--- src/rtl/uart_core.sv ---
// Full-duplex UART with 16x oversampling, shared baud tick, optional parity and 1/2 stop bits.
// RX and TX each use their own FSM. The frame fields are set by parameters.
module uart_core #(
  parameter int DATA_WIDTH = 8,
  parameter int DVSR_WIDTH = 8,
  parameter int PARITY_EN  = 0,
  parameter int PARITY_ODD = 0,
  parameter int STOP_BITS  = 1
) (
  input  logic                  clk,
  input  logic                  reset,
  input  logic [DVSR_WIDTH-1:0] dvsr,
  input  logic                  rxd,
  output logic                  txd,
  input  logic [DATA_WIDTH-1:0] tx_data,
  input  logic                  tx_valid,
  output logic                  tx_ready,
  output logic [DATA_WIDTH-1:0] rx_data,
  output logic                  rx_valid,
  output logic                  rx_parity_err,
  output logic                  rx_frame_err
);

  typedef enum logic [2:0] {ST_IDLE, ST_START, ST_DATA, ST_PARITY, ST_STOP} state_t;

  localparam logic [3:0] LAST_BIT  = 4'(DATA_WIDTH - 1);
  localparam logic [3:0] LAST_STOP = 4'(STOP_BITS - 1);
  localparam logic       P_ODD     = (PARITY_ODD != 0);

  logic [DVSR_WIDTH-1:0] r_tick_cnt;
  logic                  w_tick;
  logic                  r_sync1, r_sync2;

  assign w_tick = (r_tick_cnt == dvsr);

  always_ff @(posedge clk or posedge reset) begin
    if (reset) begin
      r_tick_cnt <= '0;
      r_sync1    <= 1'b1;
      r_sync2    <= 1'b1;
    end else begin
      r_tick_cnt <= w_tick ? '0 : r_tick_cnt + DVSR_WIDTH'(1);
      r_sync1    <= rxd;
      r_sync2    <= r_sync1;
    end
  end

  // ---------------- receiver ----------------
  state_t                r_rx_state, w_rx_next;
  logic [3:0]            r_rx_tcnt, r_rx_bcnt;
  logic [DATA_WIDTH-1:0] r_rx_shift, r_rx_data;
  logic                  r_rx_par, r_rx_ferr_acc;
  logic                  r_rx_valid, r_rx_perr, r_rx_ferr;
  logic                  w_rx_half, w_rx_mid, w_rx_done;

  assign w_rx_half = w_tick && (r_rx_tcnt == 4'd7);
  assign w_rx_mid  = w_tick && (r_rx_tcnt == 4'd15);
  assign w_rx_done = (r_rx_state == ST_STOP) && w_rx_mid && (r_rx_bcnt == LAST_STOP);

  always_comb begin
    w_rx_next = r_rx_state;
    case (r_rx_state)
      ST_IDLE:   if (!r_sync2) w_rx_next = ST_START;
      ST_START:  if (w_rx_half) w_rx_next = r_sync2 ? ST_IDLE : ST_DATA;
      ST_DATA:   if (w_rx_mid && (r_rx_bcnt == LAST_BIT))
                   w_rx_next = (PARITY_EN != 0) ? ST_PARITY : ST_STOP;
      ST_PARITY: if (w_rx_mid) w_rx_next = ST_STOP;
      ST_STOP:   if (w_rx_done) w_rx_next = ST_IDLE;
      default:   w_rx_next = ST_IDLE;
    endcase
  end

  // Tick and bit counters restart on every state change, so START's half-bit
  // count leaves DATA sampling at mid-bit.
  always_ff @(posedge clk or posedge reset) begin
    if (reset) begin
      r_rx_state    <= ST_IDLE;
      r_rx_tcnt     <= '0;
      r_rx_bcnt     <= '0;
      r_rx_shift    <= '0;
      r_rx_par      <= 1'b0;
      r_rx_ferr_acc <= 1'b0;
      r_rx_data     <= '0;
      r_rx_valid    <= 1'b0;
      r_rx_perr     <= 1'b0;
      r_rx_ferr     <= 1'b0;
    end else begin
      r_rx_state <= w_rx_next;
      r_rx_valid <= 1'b0;
      if (r_rx_state != w_rx_next) begin
        r_rx_tcnt <= '0;
        r_rx_bcnt <= '0;
      end else begin
        if (w_tick)   r_rx_tcnt <= r_rx_tcnt + 4'd1;
        if (w_rx_mid) r_rx_bcnt <= r_rx_bcnt + 4'd1;
      end
      if (r_rx_state == ST_DATA && w_rx_mid)
        r_rx_shift <= {r_sync2, r_rx_shift[DATA_WIDTH-1:1]};
      if (r_rx_state == ST_PARITY && w_rx_mid)
        r_rx_par <= r_sync2;
      if (r_rx_state == ST_START)
        r_rx_ferr_acc <= 1'b0;
      else if (r_rx_state == ST_STOP && w_rx_mid && !r_sync2)
        r_rx_ferr_acc <= 1'b1;
      if (w_rx_done) begin
        r_rx_valid <= 1'b1;
        r_rx_data  <= r_rx_shift;
        r_rx_perr  <= (PARITY_EN != 0) && ((^r_rx_shift ^ r_rx_par) != P_ODD);
        r_rx_ferr  <= r_rx_ferr_acc | !r_sync2;
      end
    end
  end

  // ---------------- transmitter ----------------
  state_t                r_tx_state, w_tx_next;
  logic [3:0]            r_tx_tcnt, r_tx_bcnt;
  logic [DATA_WIDTH-1:0] r_tx_shift;
  logic                  r_tx_par;
  logic                  w_tx_end;

  assign w_tx_end = w_tick && (r_tx_tcnt == 4'd15);

  always_comb begin
    w_tx_next = r_tx_state;
    case (r_tx_state)
      ST_IDLE:   if (tx_valid) w_tx_next = ST_START;
      ST_START:  if (w_tx_end) w_tx_next = ST_DATA;
      ST_DATA:   if (w_tx_end && (r_tx_bcnt == LAST_BIT))
                   w_tx_next = (PARITY_EN != 0) ? ST_PARITY : ST_STOP;
      ST_PARITY: if (w_tx_end) w_tx_next = ST_STOP;
      ST_STOP:   if (w_tx_end && (r_tx_bcnt == LAST_STOP)) w_tx_next = ST_IDLE;
      default:   w_tx_next = ST_IDLE;
    endcase
  end

  always_ff @(posedge clk or posedge reset) begin
    if (reset) begin
      r_tx_state <= ST_IDLE;
      r_tx_tcnt  <= '0;
      r_tx_bcnt  <= '0;
      r_tx_shift <= '0;
      r_tx_par   <= 1'b0;
    end else begin
      r_tx_state <= w_tx_next;
      if (r_tx_state != w_tx_next) begin
        r_tx_tcnt <= '0;
        r_tx_bcnt <= '0;
      end else begin
        if (w_tick)   r_tx_tcnt <= r_tx_tcnt + 4'd1;
        if (w_tx_end) r_tx_bcnt <= r_tx_bcnt + 4'd1;
      end
      if (r_tx_state == ST_IDLE && tx_valid) begin
        r_tx_shift <= tx_data;
        r_tx_par   <= ^tx_data ^ P_ODD;
      end else if (r_tx_state == ST_DATA && w_tx_end) begin
        r_tx_shift <= r_tx_shift >> 1;
      end
    end
  end

  always_comb begin
    txd           = 1'b1;
    tx_ready      = 1'b0;
    case (r_tx_state)
      ST_IDLE:   tx_ready = 1'b1;
      ST_START:  txd = 1'b0;
      ST_DATA:   txd = r_tx_shift[0];
      ST_PARITY: txd = r_tx_par;
      default:   txd = 1'b1;
    endcase
    rx_data       = r_rx_data;
    rx_valid      = r_rx_valid;
    rx_parity_err = r_rx_perr;
    rx_frame_err  = r_rx_ferr;
  end

endmodule

--- config.mk ---
export PLATFORM = sky130hd
export DESIGN_NAME = uart_core
export DESIGN_NICKNAME = d
export VERILOG_FILES = /design/src/rtl/uart_core.sv
export SDC_FILE = /design/constraint.sdc
export NUM_CORES = 1
export LEC_CHECK = 0
export CAP_MARGIN = 20
export CORE_MARGIN = 1
export CORE_UTILIZATION = 56
export DETAILED_ROUTE_END_ITERATION = 8
export PLACE_DENSITY = 0.87
export SLEW_MARGIN = 20
export SYNTH_ARGS = -nofsm -noshare
export SYNTH_HDL_FRONTEND = slang
export SYNTH_SLANG_ARGS = --single-unit
--- constraint.sdc ---
create_clock -name clk -period 2.45 [get_ports clk]
set_input_delay 0.49 -clock clk [delete_from_list [all_inputs] [get_ports clk]]
set_output_delay 0.49 -clock clk [all_outputs]
set_load 0.05 [all_outputs]
==> out/qor.yml, run 1 <==
drt:
  wirelength_um: 5740
  vias_per_cell: 5.43
  drc: 0
  post_drt_wl_per_cell_um: 14.1
  dr.pass1.iters: 4
  postRouteAntennaNets: 0
  num_vias: 2215
  first_iter_violations: 157
clocking:
  cts.path.max_buffers: 2
  clk_latency_ps: 340
  cts.clk_slew.worst_paths_ps: 70
  cts_buffers: 9
  cts_tree: "built"
  cts_setup_buffers: 0
  root_buffer: "clkbuf_8"
  htree_levels: 3
  cts.sinks: 60
critical_path:
  r2r.worst_path.cells: 6
  r2r_end: "rx_data[5]$_DFFE_PP0P_"
  r2r_setup_slack_ps: 340
  startpoint_type: "flop"
  rr_startpoint: "r_rx_tcnt[0]$_DFFE_PP0P_"
  critical_path_required_ps: 1960
  crit_fanout: 9
  worstSetupPathType: "reg -> out"
  endpoint_kind: "output pin"
  crit_arrival_ps: 1860
placed_design:
  dpl.hpwl_um: 4010
  dp_slack_ps: -67.1
  place.gp.congestion: 0.854
  io_buffers: 31
  placed_area_um2: 3570
  dp.cells: 392
layout:
  design.final.nets: 360
  final_common_cell: "dfrtp_1"
  antennaDiodeCount: 0
  syn_to_final_growth_pct: 21.2
  fill_cells: 367
  final_cell_area_um2: 3790
  fin_cells: 408
  final_cell_mix: "dfrtp_1, nor2_1, clkdlybuf4s50_1, xnor2_1, mux2_1"
  drive_above_1_share_pct: 13.9
floorplanning:
  die_x_um: 76.7
  die_area_um2: 5880
  io-pin-count: 33
  num_rows: 26
  initial_utilization_pct: 59.7
  fp.dieH_um: 76.7
  coreArea_um2: 5240
global_routing:
  gr-usage-all-layers_pct: 22.1
  antenna_found_initial: 0
  grt_pass1_vias: 2229
  grt_overflow: 0
  grt_pass1_wl_um: 10100
  grt_max_degree: 61
synthesis:
  ys_types: 48
  async_reset_ff_share_pct: 100
  syn_nets: 318
  synthCells: 291
  ys_ff_latch: 60
  syn_avg_cell_area_um2: 10.7
  syn-cell-area_um2: 3120
  synth-main-ff-cell: "dfrtp_1"
  ys_seq_area_share_pct: 48.1
  yosysWarnings: 0
  synth-edff-count: 0
timing:
  min_period_ps: 2350
  fmax_mhz: 425
  rsz0062_at_grt: "no"
  fin_ws_ps: 98.5
  skew_ps: 14.2
  fin_crit_sh_pct: 96.0
  slew_headroom_pct: 65.7
  fin_setup_tns_ps: 0
  hold_viol: 0
  setup_viol: 0
  drv_slew: 0
  worstMarginPinSlew_ps: 513
pwr:
  fin_total_pwr_mw: 2.66
  p_leak_nw: 1.81
  switchingPower_mw: 0.747
  power.share.clock_pct: 35.6
  p_per_area_nw_per_um2: 703
  power_frac_seq_pct: 45.4
  internal_power_mw: 1.92
  p_comb_share_pct: 18.9
  ir_worst_vdd_v: 0.000693
  sw_frac_of_total_pct: 28.1
worst_hold_path:
  min_to: "r_sync2$_DFF_PP1_"
  min_path_type: "reg -> reg"
  hold_path_depth: 0
  min-delay-start: "r_sync1$_DFF_PP1_"
status:
  status: "complete, no violations"
job:
  max-cap-violations: 0
## cells by family (layout without fill, tap and decap cells)
| group | Yosys count | count (layout) | synth area share, % |
|---|---|---|---|
| mux | 26 | 26 | 9.01 |
| buf+inv | 26 | 73 | 3.64 |
| simple gates | 104 | 104 | 18.1 |
| xor+xnor | 34 | 34 | 11.5 |
| fa+ha+maj | 7 | 7 | 2.80 |
| flops | 60 | 60 | 48.1 |
| compound gates | 33 | 33 | 6.77 |
| other cells | 1 | 1 | 0.120 |
## power groups by stage
stage               registers (mW)  clock network (mW)  logic (mW)
detailed placement            1.23                   0       0.501
global placement              1.22                   0       0.483
global route                  1.22                1.00       0.551
finish                        1.21               0.949       0.504
CTS                           1.21               0.962       0.508
floorplan                     1.19                   0       0.388
## critical path: stages (launching register included)
cell and delay, ps:
dfrtp_1 460, nor3_1 230, clkdlybuf4s50_1 840
## stage by stage
| step | util [%] | hold WS (ps) |
|---|---|---|
| floorplan | - | 345 |
| global placement | 68.3 | 353 |
| detailed placement | 68.3 | 357 |
| CTS | 72.2 | 369 |
| global route | 72.3 | 363 |
| finish | 72.3 | 368 |
## what timing repair did
item | 4_1_cts | 5_1_grt
resized for setup | 0 | 1
hold buffers | 0 | 0
setup endpoints to repair | 0 | 1
## per-layer routing
layer / track usage [%] / routed length, um / part of all wire (%) / vias up
met5: 0 / 0 / 0 / -
met4: 12.1 / 104 / 1.8 / 0
met3: 4.76 / 173 / 3.0 / 12
met2: 35.4 / 2880 / 50 / 42
met1: 28.1 / 2580 / 45 / 1080
li1: - / - / - / 1081
## worst max-delay path by stage
stage	start	endpoint	slack, ps	depth (start not counted)
5_1_grt	r_tx_state[1]$_DFF_PP0_	tx_ready	40	2
2_1_floorplan	r_tx_state[1]$_DFF_PP0_	tx_ready	350	2
3_5_place_dp	dvsr[7]	rx_data[5]$_DFFE_PP0P_	-70	6
4_1_cts	r_tx_state[0]$_DFF_PP0_	txd	50	4
3_3_place_gp	dvsr[6]	rx_data[4]$_DFFE_PP0P_	30	6
6_report	r_tx_state[1]$_DFF_PP0_	tx_ready	100	2
## flip-flops by register name, indices dropped and copies added (netlist names), 4 cells and up
register    cells
r_rx_shift      8
r_tick_cnt      8
r_tx_shift      8
rx_data         8
r_rx_bcnt       4
r_rx_tcnt       4
r_tx_bcnt       4
r_tx_tcnt       4
## cell usage after synthesis, types with 2 or more instances
cell type / instances / area share, %
nand3_1: 13 / 2.1
and4_1: 2 / 0.56
nand4_4: 2 / 1.4
inv_1: 11 / 1.3
and3b_1: 2 / 0.56
o21ai_1: 6 / 0.96
and3_1: 6 / 1.2
a21oi_1: 11 / 1.8
nor3_1: 10 / 1.6
buf_2: 4 / 0.64
nor2b_1: 2 / 0.40
nand2_1: 14 / 1.7
xnor2_2: 8 / 4.2
dfrtp_1: 58 / 46
nor3b_1: 2 / 0.48
mux2i_1: 9 / 2.9
mux2_1: 17 / 6.1
nand2b_1: 3 / 0.60
ha_1: 7 / 2.8
a41oi_1: 2 / 0.56
dfstp_2: 2 / 1.7
xnor2_1: 19 / 5.3
nor2_1: 35 / 4.2
o21ai_0: 4 / 0.64
nand4_1: 2 / 0.40
clkbuf_1: 9 / 1.1
nand3_2: 2 / 0.64
xor2_1: 7 / 2.0
and2_1: 3 / 0.60
## layout make-up
type	count	area (um2)	share of cell area, %
Timing Repair Buffer	46	438	11.6
Multi-Input combinational cell	205	1510	39.8
Inverter	11	41.3	1.09
Clock buffer	11	131	3.47
Tap cell	70	87.6	2.31
Clock inverter	5	77.6	2.05
Sequential cell	60	1500	39.7
Power figures use the tool's default switching activity.
==> run 2: changes to the inputs <==
Settings changed: CORE_MARGIN 1 to 1.5, HOLD_SLACK_MARGIN set to 0.05.
==> run 2 against run 1 <==
  * Combinational power decreased by 3%
  * Register-to-register slack improved by 30 ps
  * Count of clock-buffer cells in the layout decreased by 1
  * Cell count increased by 0.49%
  * Non-clock buffer count unchanged
  * Routed wire length increased by 2.3%
  * Sequential power about the same
==> out/qor.yml, run 2 (same netlist as run 1, synthesis figures left out) <==
floorplanning:
  die_x_um: 77.7  # +1.3%
  coreArea_um2: 5440  # +3.8%
  die_area_um2: 6040  # +2.6%
  io-pin-count: 33  # unchanged
  initial_utilization_pct: 57.4  # -2.2 points
  num_rows: 27  # +3.8%
  fp.dieH_um: 77.7  # +1.3%
placed_design:
  place.gp.congestion: 0.838  # -1.9%
  io_buffers: 31  # unchanged
  dp_slack_ps: -131  # -64.3 ps
  dpl.hpwl_um: 4110  # +2.4%
timing:
  drv_slew: 0  # unchanged
  hold_ws_ps: 359  # -9.24 ps
  rsz0062_at_grt: "no"
  fmax_mhz: 429  # +0.88%
  min_period_ps: 2330  # -20.5 ps
  setup_viol: 0  # unchanged
  fin_crit_sh_pct: 95.1  # -0.84 points
  slew_headroom_pct: 66.1  # +0.39 points
  hold_viol: 0  # unchanged
  fin_ws_ps: 119  # +20.5 ps
  worstMarginPinSlew_ps: 508  # -5.77 ps
  skew_ps: 8.28  # -5.92 ps
pwr:
  p_per_area_nw_per_um2: 679  # -3.4%
  ir_worst_vdd_v: 0.000584  # -16%
  p_leak_nw: 1.80  # -1.0%
global_routing:
  grt_pass1_vias: 2217  # -0.54%
  grt_pass1_wl_um: 10200  # +0.68%
  grt_overflow: 0  # unchanged
  gr-usage-all-layers_pct: 21.8  # -0.37 points
  antenna_found_initial: 0  # unchanged
  grt_max_degree: 37  # -39%
critical_path:
  crit_arrival_ps: 1840  # -20 ps
  crit_fanout: 9  # unchanged
  worstSetupPathType: "reg -> out"
  endpoint_kind: "output pin"
  critical_path_required_ps: 1960  # about the same
  startpoint_type: "flop"
worst_hold_path:
  min_path_type: "reg -> reg"
layout:
  syn_to_final_growth_pct: 20.7
  design.final.nets: 360  # unchanged
  drive_above_1_share_pct: 14.2  # +0.30 points
  final_common_cell: "dfrtp_1"
  final_cell_mix: "dfrtp_1, nor2_1, clkdlybuf4s50_1, xnor2_1, mux2_1"
  final_core_util_pct: 69.4  # -2.9 points
  fill_cells: 406  # +11%
  antennaDiodeCount: 0  # unchanged
clocking:
  cts.path.max_buffers: 2  # unchanged
  cts.clk_slew.worst_paths_ps: 70  # about the same
  cts_tree: "built"
  cts_buffers: 9  # unchanged
  htree_levels: 3  # unchanged
  cts_setup_buffers: 0  # unchanged
  root_buffer: "clkbuf_8"
  cts.sinks: 60  # unchanged
  clk_latency_ps: 340  # about the same
drt:
  drc: 0  # unchanged
  dr.pass1.iters: 4  # unchanged
  post_drt_wl_per_cell_um: 14.3  # +1.8%
  first_iter_violations: 116  # -26%
  num_vias: 2190  # -1.1%
  postRouteAntennaNets: 0  # unchanged
  wirelength_um: 5880  # +2.3%
  vias_per_cell: 5.34  # -1.6%
status:
  status: "complete, no violations"
job:
  max-cap-violations: 0  # unchanged
-- run 2: worst max-delay path, stage by stage (launching register included) --
cell,delay (ps)
dfrtp_1,460
nor3_1,210
clkdlybuf4s50_1,830
-- run 2: power breakdown --
part | switching (mW) | internal [mW]
registers | 0.134 | 1.08
logic | 0.233 | 0.255
clock network | 0.393 | 0.467
total | 0.759 | 1.80
-- run 2: through the flow --
stage          instance area (um2)  instances  power, mW  TNS [ps]
6_report                      3770        410       2.56         0
5_1_grt                       3770        410       2.68         0
4_1_cts                       3770        410       2.58         0
3_5_place_dp                  3580        394       1.71     -1350
3_3_place_gp                  3580        394       1.70         0
2_1_floorplan                 3120        291       1.57         0
-- run 2: per-layer routing --
layer | up-vias | share of wire [%] | track usage [%]
met5 | - | 0 | 0
met4 | 0 | 2.1 | 11.1
met3 | 11 | 2.2 | 4.47
met2 | 36 | 51 | 36.3
met1 | 1062 | 45 | 26.6
li1 | 1081 | - | -
-- run 2: final cells by class --
cell class	count	area (um2)	area share [%]
Multi-Input combinational cell	205	1510	39.9
Sequential cell	60	1500	39.9
Timing Repair Buffer	46	438	11.6
Clock buffer	10	128	3.38
Tap cell	72	90.1	2.39
Clock inverter	6	65.1	1.72
Inverter	11	41.3	1.09
-- run 2: path summary, 6_finish.rpt --
kind	slack (ps)	from	cells after the start	endpoint
setup / recovery	120	r_tx_state[1]$_DFF_PP0_	2	tx_ready
min in group asynchronous	390	reset	2	rx_data[5]$_DFFE_PP0P_
max in group asynchronous	1530	reset	3	r_sync1$_DFF_PP1_
setup reg to reg	370	r_rx_tcnt[0]$_DFFE_PP0P_	6	rx_data[6]$_DFFE_PP0P_
hold / removal	360	r_sync1$_DFF_PP1_	0	r_sync2$_DFF_PP1_
hold reg to reg	360	r_sync1$_DFF_PP1_	0	r_sync2$_DFF_PP1_
-- run 2: repair_timing --
action | CTS | global route
endpoints found under the setup margin | 0 | 1
hold buffers | 0 | 0
gates resized for setup | 0 | 1
